`config.mk`:
```
export PLATFORM = sky130hd
export DESIGN_NAME = hazard_controller_flat
export DESIGN_NICKNAME = d
export VERILOG_FILES = /design/src/rtl/hazard_controller_if.sv /design/src/rtl/hazard_controller.sv /design/src/flat_wrapper.sv
export SDC_FILE = /design/constraint.sdc
export NUM_CORES = 1
export LEC_CHECK = 0
export CAP_MARGIN = 10
export CORE_MARGIN = 3
export CORE_UTILIZATION = 51
export DETAILED_ROUTE_END_ITERATION = 12
export PLACE_DENSITY_LB_ADDON = 0.05
export SYNTH_ARGS = -nofsm -noshare
export SYNTH_HDL_FRONTEND = slang
export SYNTH_SLANG_ARGS = --single-unit
```
`constraint.sdc`:
```
create_clock -name CLK -period 2.74 [get_ports CLK]
set_input_delay 0.411 -clock CLK [delete_from_list [all_inputs] [get_ports CLK]]
set_output_delay 0.411 -clock CLK [all_outputs]
set_load 0.005 [all_outputs]
```
`src/rtl/hazard_controller_if.sv`:
```
// Bundle of pipeline hazard inputs and stall/flush controls between the
// pipeline datapath (master) and the hazard controller (slave).
interface hazard_controller_if #(
  parameter int REGW = 5,
  parameter int CNTW = 16
);
  logic            ihit;
  logic            dhit;
  logic            idex_memread;
  logic [REGW-1:0] idex_rd;
  logic [REGW-1:0] ifid_rs;
  logic [REGW-1:0] ifid_rt;
  logic            ifid_uses_rt;
  logic            exmem_dren;
  logic            exmem_dwen;
  logic            branch_taken;
  logic            memwb_halt;

  logic            ifidStall;
  logic            idexStall;
  logic            allStall;
  logic            ifidFlush;
  logic            idexFlush;
  logic            exmemFlush;
  logic            pc_en;
  logic            halted;
  logic            wait_err;
  logic [CNTW-1:0] stall_cycles;

  modport master (
    output ihit, dhit, idex_memread, idex_rd, ifid_rs, ifid_rt, ifid_uses_rt,
           exmem_dren, exmem_dwen, branch_taken, memwb_halt,
    input  ifidStall, idexStall, allStall, ifidFlush, idexFlush, exmemFlush,
           pc_en, halted, wait_err, stall_cycles
  );

  modport slave (
    input  ihit, dhit, idex_memread, idex_rd, ifid_rs, ifid_rt, ifid_uses_rt,
           exmem_dren, exmem_dwen, branch_taken, memwb_halt,
    output ifidStall, idexStall, allStall, ifidFlush, idexFlush, exmemFlush,
           pc_en, halted, wait_err, stall_cycles
  );
endinterface

```
`src/rtl/hazard_controller.sv`:
```
// Five-stage pipeline hazard controller: load-use, branch flush, data-memory
// freeze with watchdog, halt, and a saturating stall-cycle counter.
module hazard_controller #(
  parameter int REGW    = 5,
  parameter int CNTW    = 16,
  parameter int MAXWAIT = 255
) (
  input  logic          CLK,
  input  logic          RST,
  hazard_controller_if.slave hzd
);

  typedef enum logic [1:0] {RUN, MEMWAIT, HALTED} state_t;

  state_t          stateReg, stateNext;
  logic [15:0]     waitCntReg, waitCntNext;
  logic            waitErrReg, waitErrNext;
  logic [CNTW-1:0] stallCntReg;

  logic memReq, memPending, loadUse;
  logic ifidStallC, idexStallC, allStallC, ifidFlushC, idexFlushC, pcEnC, haltedC;

  assign memReq     = hzd.exmem_dren | hzd.exmem_dwen;
  assign memPending = memReq & ~hzd.dhit;
  assign loadUse    = hzd.idex_memread & (hzd.idex_rd != REGW'(0)) &
                      ((hzd.idex_rd == hzd.ifid_rs) |
                       (hzd.ifid_uses_rt & (hzd.idex_rd == hzd.ifid_rt)));

  always_ff @(posedge CLK) begin
    if (RST) begin
      stateReg    <= RUN;
      waitCntReg  <= '0;
      waitErrReg  <= 1'b0;
      stallCntReg <= '0;
    end else begin
      stateReg   <= stateNext;
      waitCntReg <= waitCntNext;
      waitErrReg <= waitErrNext;
      if ((allStallC | idexStallC) && (stallCntReg != {CNTW{1'b1}}))
        stallCntReg <= stallCntReg + CNTW'(1);
    end
  end

  always_comb begin
    ifidStallC  = 1'b0;
    idexStallC  = 1'b0;
    allStallC   = 1'b0;
    ifidFlushC  = 1'b0;
    idexFlushC  = 1'b0;
    pcEnC       = 1'b0;
    haltedC     = 1'b0;
    stateNext   = stateReg;
    waitCntNext = waitCntReg;
    waitErrNext = waitErrReg;

    case (stateReg)
      RUN, MEMWAIT: begin
        if ((stateReg == RUN) ? memPending : ~hzd.dhit) begin
          // Frozen on data memory; a held branch waits for the release cycle.
          allStallC = 1'b1;
          stateNext = MEMWAIT;
          if (stateReg == RUN)
            waitCntNext = 16'd1;
          else if (waitCntReg != 16'hFFFF)
            waitCntNext = waitCntReg + 16'd1;
        end else begin
          if (hzd.branch_taken) begin
            ifidFlushC = 1'b1;
            idexFlushC = 1'b1;
            pcEnC      = hzd.ihit;
          end else if (loadUse) begin
            idexStallC = 1'b1;
          end else begin
            pcEnC = hzd.ihit;
          end
          waitCntNext = '0;
          stateNext   = hzd.memwb_halt ? HALTED : RUN;
        end
      end
      HALTED: begin
        allStallC = 1'b1;
        haltedC   = 1'b1;
      end
      default: stateNext = RUN;
    endcase

    if ((stateNext == MEMWAIT) && (waitCntNext >= 16'(MAXWAIT)))
      waitErrNext = 1'b1;

    // Controls read as idle while reset is held.
    if (RST) begin
      ifidStallC = 1'b0;
      idexStallC = 1'b0;
      allStallC  = 1'b0;
      ifidFlushC = 1'b0;
      idexFlushC = 1'b0;
      pcEnC      = 1'b0;
      haltedC    = 1'b0;
    end
  end

  assign hzd.ifidStall    = ifidStallC;
  assign hzd.idexStall    = idexStallC;
  assign hzd.allStall     = allStallC;
  assign hzd.ifidFlush    = ifidFlushC;
  assign hzd.idexFlush    = idexFlushC;
  assign hzd.exmemFlush   = 1'b0;
  assign hzd.pc_en        = pcEnC;
  assign hzd.halted       = haltedC;
  assign hzd.wait_err     = waitErrReg & ~RST;
  assign hzd.stall_cycles = RST ? '0 : stallCntReg;

endmodule

```
`src/flat_wrapper.sv`:
```
// flat-port wrapper written by rule: the top's interface ports become plain ports
module hazard_controller_flat 
#(
  parameter int REGW    = 5,
  parameter int CNTW    = 16,
  parameter int MAXWAIT = 255
)
  (CLK, RST, hzd_ihit, hzd_dhit, hzd_idex_memread, hzd_idex_rd, hzd_ifid_rs, hzd_ifid_rt, hzd_ifid_uses_rt, hzd_exmem_dren, hzd_exmem_dwen, hzd_branch_taken, hzd_memwb_halt, hzd_ifidStall, hzd_idexStall, hzd_allStall, hzd_ifidFlush, hzd_idexFlush, hzd_exmemFlush, hzd_pc_en, hzd_halted, hzd_wait_err, hzd_stall_cycles);
  hazard_controller_if #(.REGW(REGW), .CNTW(CNTW)) hzd_i ();
  input  logic CLK;
  input  logic RST;
  input wire logic [$bits(hzd_i.ihit)-1:0] hzd_ihit;
  input wire logic [$bits(hzd_i.dhit)-1:0] hzd_dhit;
  input wire logic [$bits(hzd_i.idex_memread)-1:0] hzd_idex_memread;
  input wire logic [$bits(hzd_i.idex_rd)-1:0] hzd_idex_rd;
  input wire logic [$bits(hzd_i.ifid_rs)-1:0] hzd_ifid_rs;
  input wire logic [$bits(hzd_i.ifid_rt)-1:0] hzd_ifid_rt;
  input wire logic [$bits(hzd_i.ifid_uses_rt)-1:0] hzd_ifid_uses_rt;
  input wire logic [$bits(hzd_i.exmem_dren)-1:0] hzd_exmem_dren;
  input wire logic [$bits(hzd_i.exmem_dwen)-1:0] hzd_exmem_dwen;
  input wire logic [$bits(hzd_i.branch_taken)-1:0] hzd_branch_taken;
  input wire logic [$bits(hzd_i.memwb_halt)-1:0] hzd_memwb_halt;
  output wire logic [$bits(hzd_i.ifidStall)-1:0] hzd_ifidStall;
  output wire logic [$bits(hzd_i.idexStall)-1:0] hzd_idexStall;
  output wire logic [$bits(hzd_i.allStall)-1:0] hzd_allStall;
  output wire logic [$bits(hzd_i.ifidFlush)-1:0] hzd_ifidFlush;
  output wire logic [$bits(hzd_i.idexFlush)-1:0] hzd_idexFlush;
  output wire logic [$bits(hzd_i.exmemFlush)-1:0] hzd_exmemFlush;
  output wire logic [$bits(hzd_i.pc_en)-1:0] hzd_pc_en;
  output wire logic [$bits(hzd_i.halted)-1:0] hzd_halted;
  output wire logic [$bits(hzd_i.wait_err)-1:0] hzd_wait_err;
  output wire logic [$bits(hzd_i.stall_cycles)-1:0] hzd_stall_cycles;
  assign hzd_i.ihit = hzd_ihit;
  assign hzd_i.dhit = hzd_dhit;
  assign hzd_i.idex_memread = hzd_idex_memread;
  assign hzd_i.idex_rd = hzd_idex_rd;
  assign hzd_i.ifid_rs = hzd_ifid_rs;
  assign hzd_i.ifid_rt = hzd_ifid_rt;
  assign hzd_i.ifid_uses_rt = hzd_ifid_uses_rt;
  assign hzd_i.exmem_dren = hzd_exmem_dren;
  assign hzd_i.exmem_dwen = hzd_exmem_dwen;
  assign hzd_i.branch_taken = hzd_branch_taken;
  assign hzd_i.memwb_halt = hzd_memwb_halt;
  assign hzd_ifidStall = hzd_i.ifidStall;
  assign hzd_idexStall = hzd_i.idexStall;
  assign hzd_allStall = hzd_i.allStall;
  assign hzd_ifidFlush = hzd_i.ifidFlush;
  assign hzd_idexFlush = hzd_i.idexFlush;
  assign hzd_exmemFlush = hzd_i.exmemFlush;
  assign hzd_pc_en = hzd_i.pc_en;
  assign hzd_halted = hzd_i.halted;
  assign hzd_wait_err = hzd_i.wait_err;
  assign hzd_stall_cycles = hzd_i.stall_cycles;
  hazard_controller #(.REGW(REGW), .CNTW(CNTW), .MAXWAIT(MAXWAIT)) u_core (.CLK(CLK), .RST(RST), .hzd(hzd_i));
endmodule
```
==> key figures <==
Outcome
  – Outcome: finished, final reports clean

Power and ir drop
  – Tot Pwr: 0.001108 W
  – Leakage power: 1.200 nW
  – Power per cell area: 370.2 nW/µm²
  – NetSw: 0.0002697 W
  – Peak VDD IR: 0.0002470 V
  – Sw Ratio: 0.2435
  – Comb pwr share: 0.153
  – Sequential Power Share: 0.477
  – Int Power: 0.0008378 W
  – Clock share of power: 0.370

Worst setup path
  – Most used cell, CP: clkdlybuf4s50_1
  – Worst r2r dst: u_core.waitErrReg$_SDFFE_PP0P_
  – CP Capture Type: primary output
  – Arr. time, crit path: 2.21 ns
  – CP max stage delay: 0.50 ns
  – WP buf/inv: 2
  – Worst reg2reg path depth: 9
  – Worst Path Required: 2.33 ns
  – Startpoint Class: input port
  – Cell Chain, Critical Path: clkdlybuf4s50_1 > or4_4 > o211ai_1 > and3_1 > clkdlybuf4s50_1
  – Largest delay share family, worst path: buffers and inverters
  – R2r startpoint: u_core.waitCntReg[0]$_SDFF_PP0_
  – R2r setup slk: 0.39 ns
  – Number of cells on the critical path: 5
  – Crit Path Category: in -> out
  – CP Max Fanout: 3
  – Slowest-stage cell, CP: clkdlybuf4s50_1

Clock tree
  – CTS sink cnt: 35
  – Setup bufs post-CTS: 0
  – CTS buffer count: 5
  – Clock transition at path regs: 0.07 ns
  – Clock Root Buffer: clkbuf_8
  – Htree depth: 2
  – Post-CTS Hold Buffers: 0
  – Clock Latency Late Sink: 0.29 ns
  – Clock Tree Buf Depth: 2
  – Clock tree from TritonCTS: done

Global route
  – Vias in the first global route: 2023
  – GRT overflow: 0
  – First-pass GRT wire length: 9363 µm
  – Initial antenna violation count: 0
  – Met1 usage: 0.3103
  – Met3 usage: 0.06430
  – GRT Total Usage: 0.2206
  – Largest net degree at the start of global routing: 29
  – Gr busiest metal: met2
  – GRT met2 Usage: 0.3179

Layout
  – Fillers: 352
  – Inserted Diodes: 0
  – Nets@finish: 362
  – Sequential cell area: 700.7 µm²
  – Finished Core Util: 0.7120
  – Synthesis-to-layout area growth: 28.89%
  – Combined area of the multi-input logic cells: 1489 µm²
  – Design Area, Final: 2992 µm²
  – Layout cells sized above 1: 0.1429

Hold path
  – HP Start: u_core.stallCntReg[6]$_SDFFE_PP0P_
  – Hold crit path type: reg -> reg
  – Worst Hold Endpoint: u_core.stallCntReg[6]$_SDFFE_PP0P_
  – WHS Path Cells: 2

Yosys
  – Synth area leaders: dfxtp_1 30%, nor2_1 6.3%, xnor2_1 4.5%
  – Count of cell types in the netlist: 56
  – Synth Area per Inst: 8.172 µm²
  – Ys flop type: dfxtp_1
  – Synth async-reset ratio: 0
  – Synth Warn #: 0
  – Post-synth EDFFs: 0
  – Post-Synthesis Cells: 284
  – Flops & latches, synth: 35
  – Yosys top cell area share: 0.3019
  – Cell taking the most area after synthesis: dfxtp_1
  – Sequential element share of the synthesized area: 0.3019
  – Synthesized area: 2321 µm²

STA
  – Pins Over Slew Limit: 0
  – Fin crit period: 2.618 ns
  – F_max: 382.0 MHz
  – Worst slew pin tran: 0.5222 ns
  – Setup TNS: 0 ns
  – RSZ-0062 raised after global routing: false
  – Final period util: 0.9555
  – Relative slew slack: 0.6492
  – Final setup fails: 0
  – Fin. Hold Viols: 0
  – Final Skew: 0.009873 ns
  – Min setup slack post-route: 0.1219 ns

Routing
  – Drt pass-1 iters: 4
  – Routed len/inst: 14.20 µm
  – Vias: 2256
  – Average vias per placed instance: 5.845
  – Total detailed-routing wirelength: 5482 µm
  – DR iter-0 viols: 188
  – Post-route ant nets: 0
  – DRC: 0

Die
  – Die W: 73.46 µm
  – Die H: 73.46 µm
  – Initial core utilization: 0.5524
  – Top Ports: 50
  – Full die area: 5396 µm²
  – CORE AREA: 4202 µm²
  – FP Rows: 23

Place
  – Hpwl dp: 4271 µm
  – Dpl cell area: 2878 µm²
  – Buffers on Ports: 47
  – Routability cong.: 0.9489
  – Post-place setup slack: -0.01082 ns

Job
  – Max Cap Viol: 0
==> worst max-delay path by stage <==
stage	start	end	slack, ns
floorplan	hzd_exmem_dwen	u_core.stallCntReg[13]$_SDFFE_PP0P_	0.73
global placement	hzd_idex_rd[0]	hzd_pc_en	0.03
detailed placement	hzd_idex_rd[3]	hzd_pc_en	-0.01
CTS	hzd_idex_rd[3]	hzd_pc_en	0.02
global route	hzd_idex_rd[4]	hzd_idexStall	0.01
finish	hzd_idex_rd[4]	hzd_pc_en	0.12
==> worst min-delay path, cell delays in order (launching register included) <==
cell and delay, ns:
dfxtp_1 0.32, inv_1 0.07, mux2_4 0.13
==> Yosys cell counts (6+ instances only) <==
cell type   n
xnor2_1    12
clkbuf_1    7
nor4_1      6
a21oi_1     6
nor2_1     39
and3_1      9
nand4_1    14
and2_1      7
mux2_2      8
nand2_1    15
nor2b_1    14
nand3_1    15
inv_1      12
dfxtp_1    35
mux2_4      6
==> layout by cell type (no fill, tap or decap), drive strengths merged, types with 2 or more instances in the layout <==
master	instances
a21oi	6
xnor2	12
nor2	39
inv	13
and4	3
nand2	15
ha	2
dlymetal6s2s	4
nor2b	14
a211oi	4
nor4	7
o21ai	5
nand2b	2
a21o	5
nand3	15
nor3	7
and3	10
clkdlybuf4s50	43
a31oi	5
nand3b	2
clkbuf	8
dfxtp	35
buf	13
conb	2
o211ai	3
a41oi	3
a311oi	2
mux2	14
and2	10
o211a	2
nand4	16
==> cell families (layout without fill, tap and decap cells) <==
family	after synthesis	in the layout	synth area share
compound gates	43	43	0.1434
xor+xnor	13	13	0.04906
fa+ha+maj	2	2	0.01078
buf+inv	30	81	0.05983
flops	35	35	0.3019
mux	15	15	0.08194
other cells	1	2	0.001616
simple gates	145	145	0.3515
==> cell type report <==
cell class / instances / share of cell area
well taps: 50 / 0.02091
clock buffers: 8 / 0.03346
repair buffers: 60 / 0.1974
inverters: 13 / 0.01631
flip-flops and latches: 35 / 0.2342
multi-input cells: 220 / 0.4977
==> per-stage QoR <==
step	hold slack, ns	cells
finish	0.5401	386
detailed placement	0.5181	378
global route	0.5780	386
global placement	0.5147	378
floorplan	0.4946	285
CTS	0.5412	386
==> per-layer routing <==
layer	vias to the layer above	wire, µm	part of all wire
met3	8	549	0.10
met2	99	2269	0.41
met4	0	80	0.015
li1	1120	-	-
met1	1029	2582	0.47
met5	-	0	0
==> timing repair <==
item / CTS / global route
endpoints found under the setup margin: 1 / 2
pin swaps: 0 / 1
resized for setup: 1 / 4
==> power by group through the flow <==
| stage | Sequential, W | Combinational, W | Clock (W) |
|---|---|---|---|
| detailed placement | 0.000540 | 0.000169 | 0 |
| CTS | 0.000528 | 0.000170 | 0.000421 |
| floorplan | 0.000536 | 0.0000900 | 0 |
| finish | 0.000529 | 0.000169 | 0.000410 |
| global route | 0.000530 | 0.000183 | 0.000442 |
| global placement | 0.000540 | 0.000166 | 0 |
==> flip-flops by register name (all words and copies together), names as in the netlist <==
register,flops
u_core.stateReg,2
u_core.waitCntReg,16
u_core.waitErrReg,1
u_core.stallCntReg,16
Power figures use the tool's default switching activity.
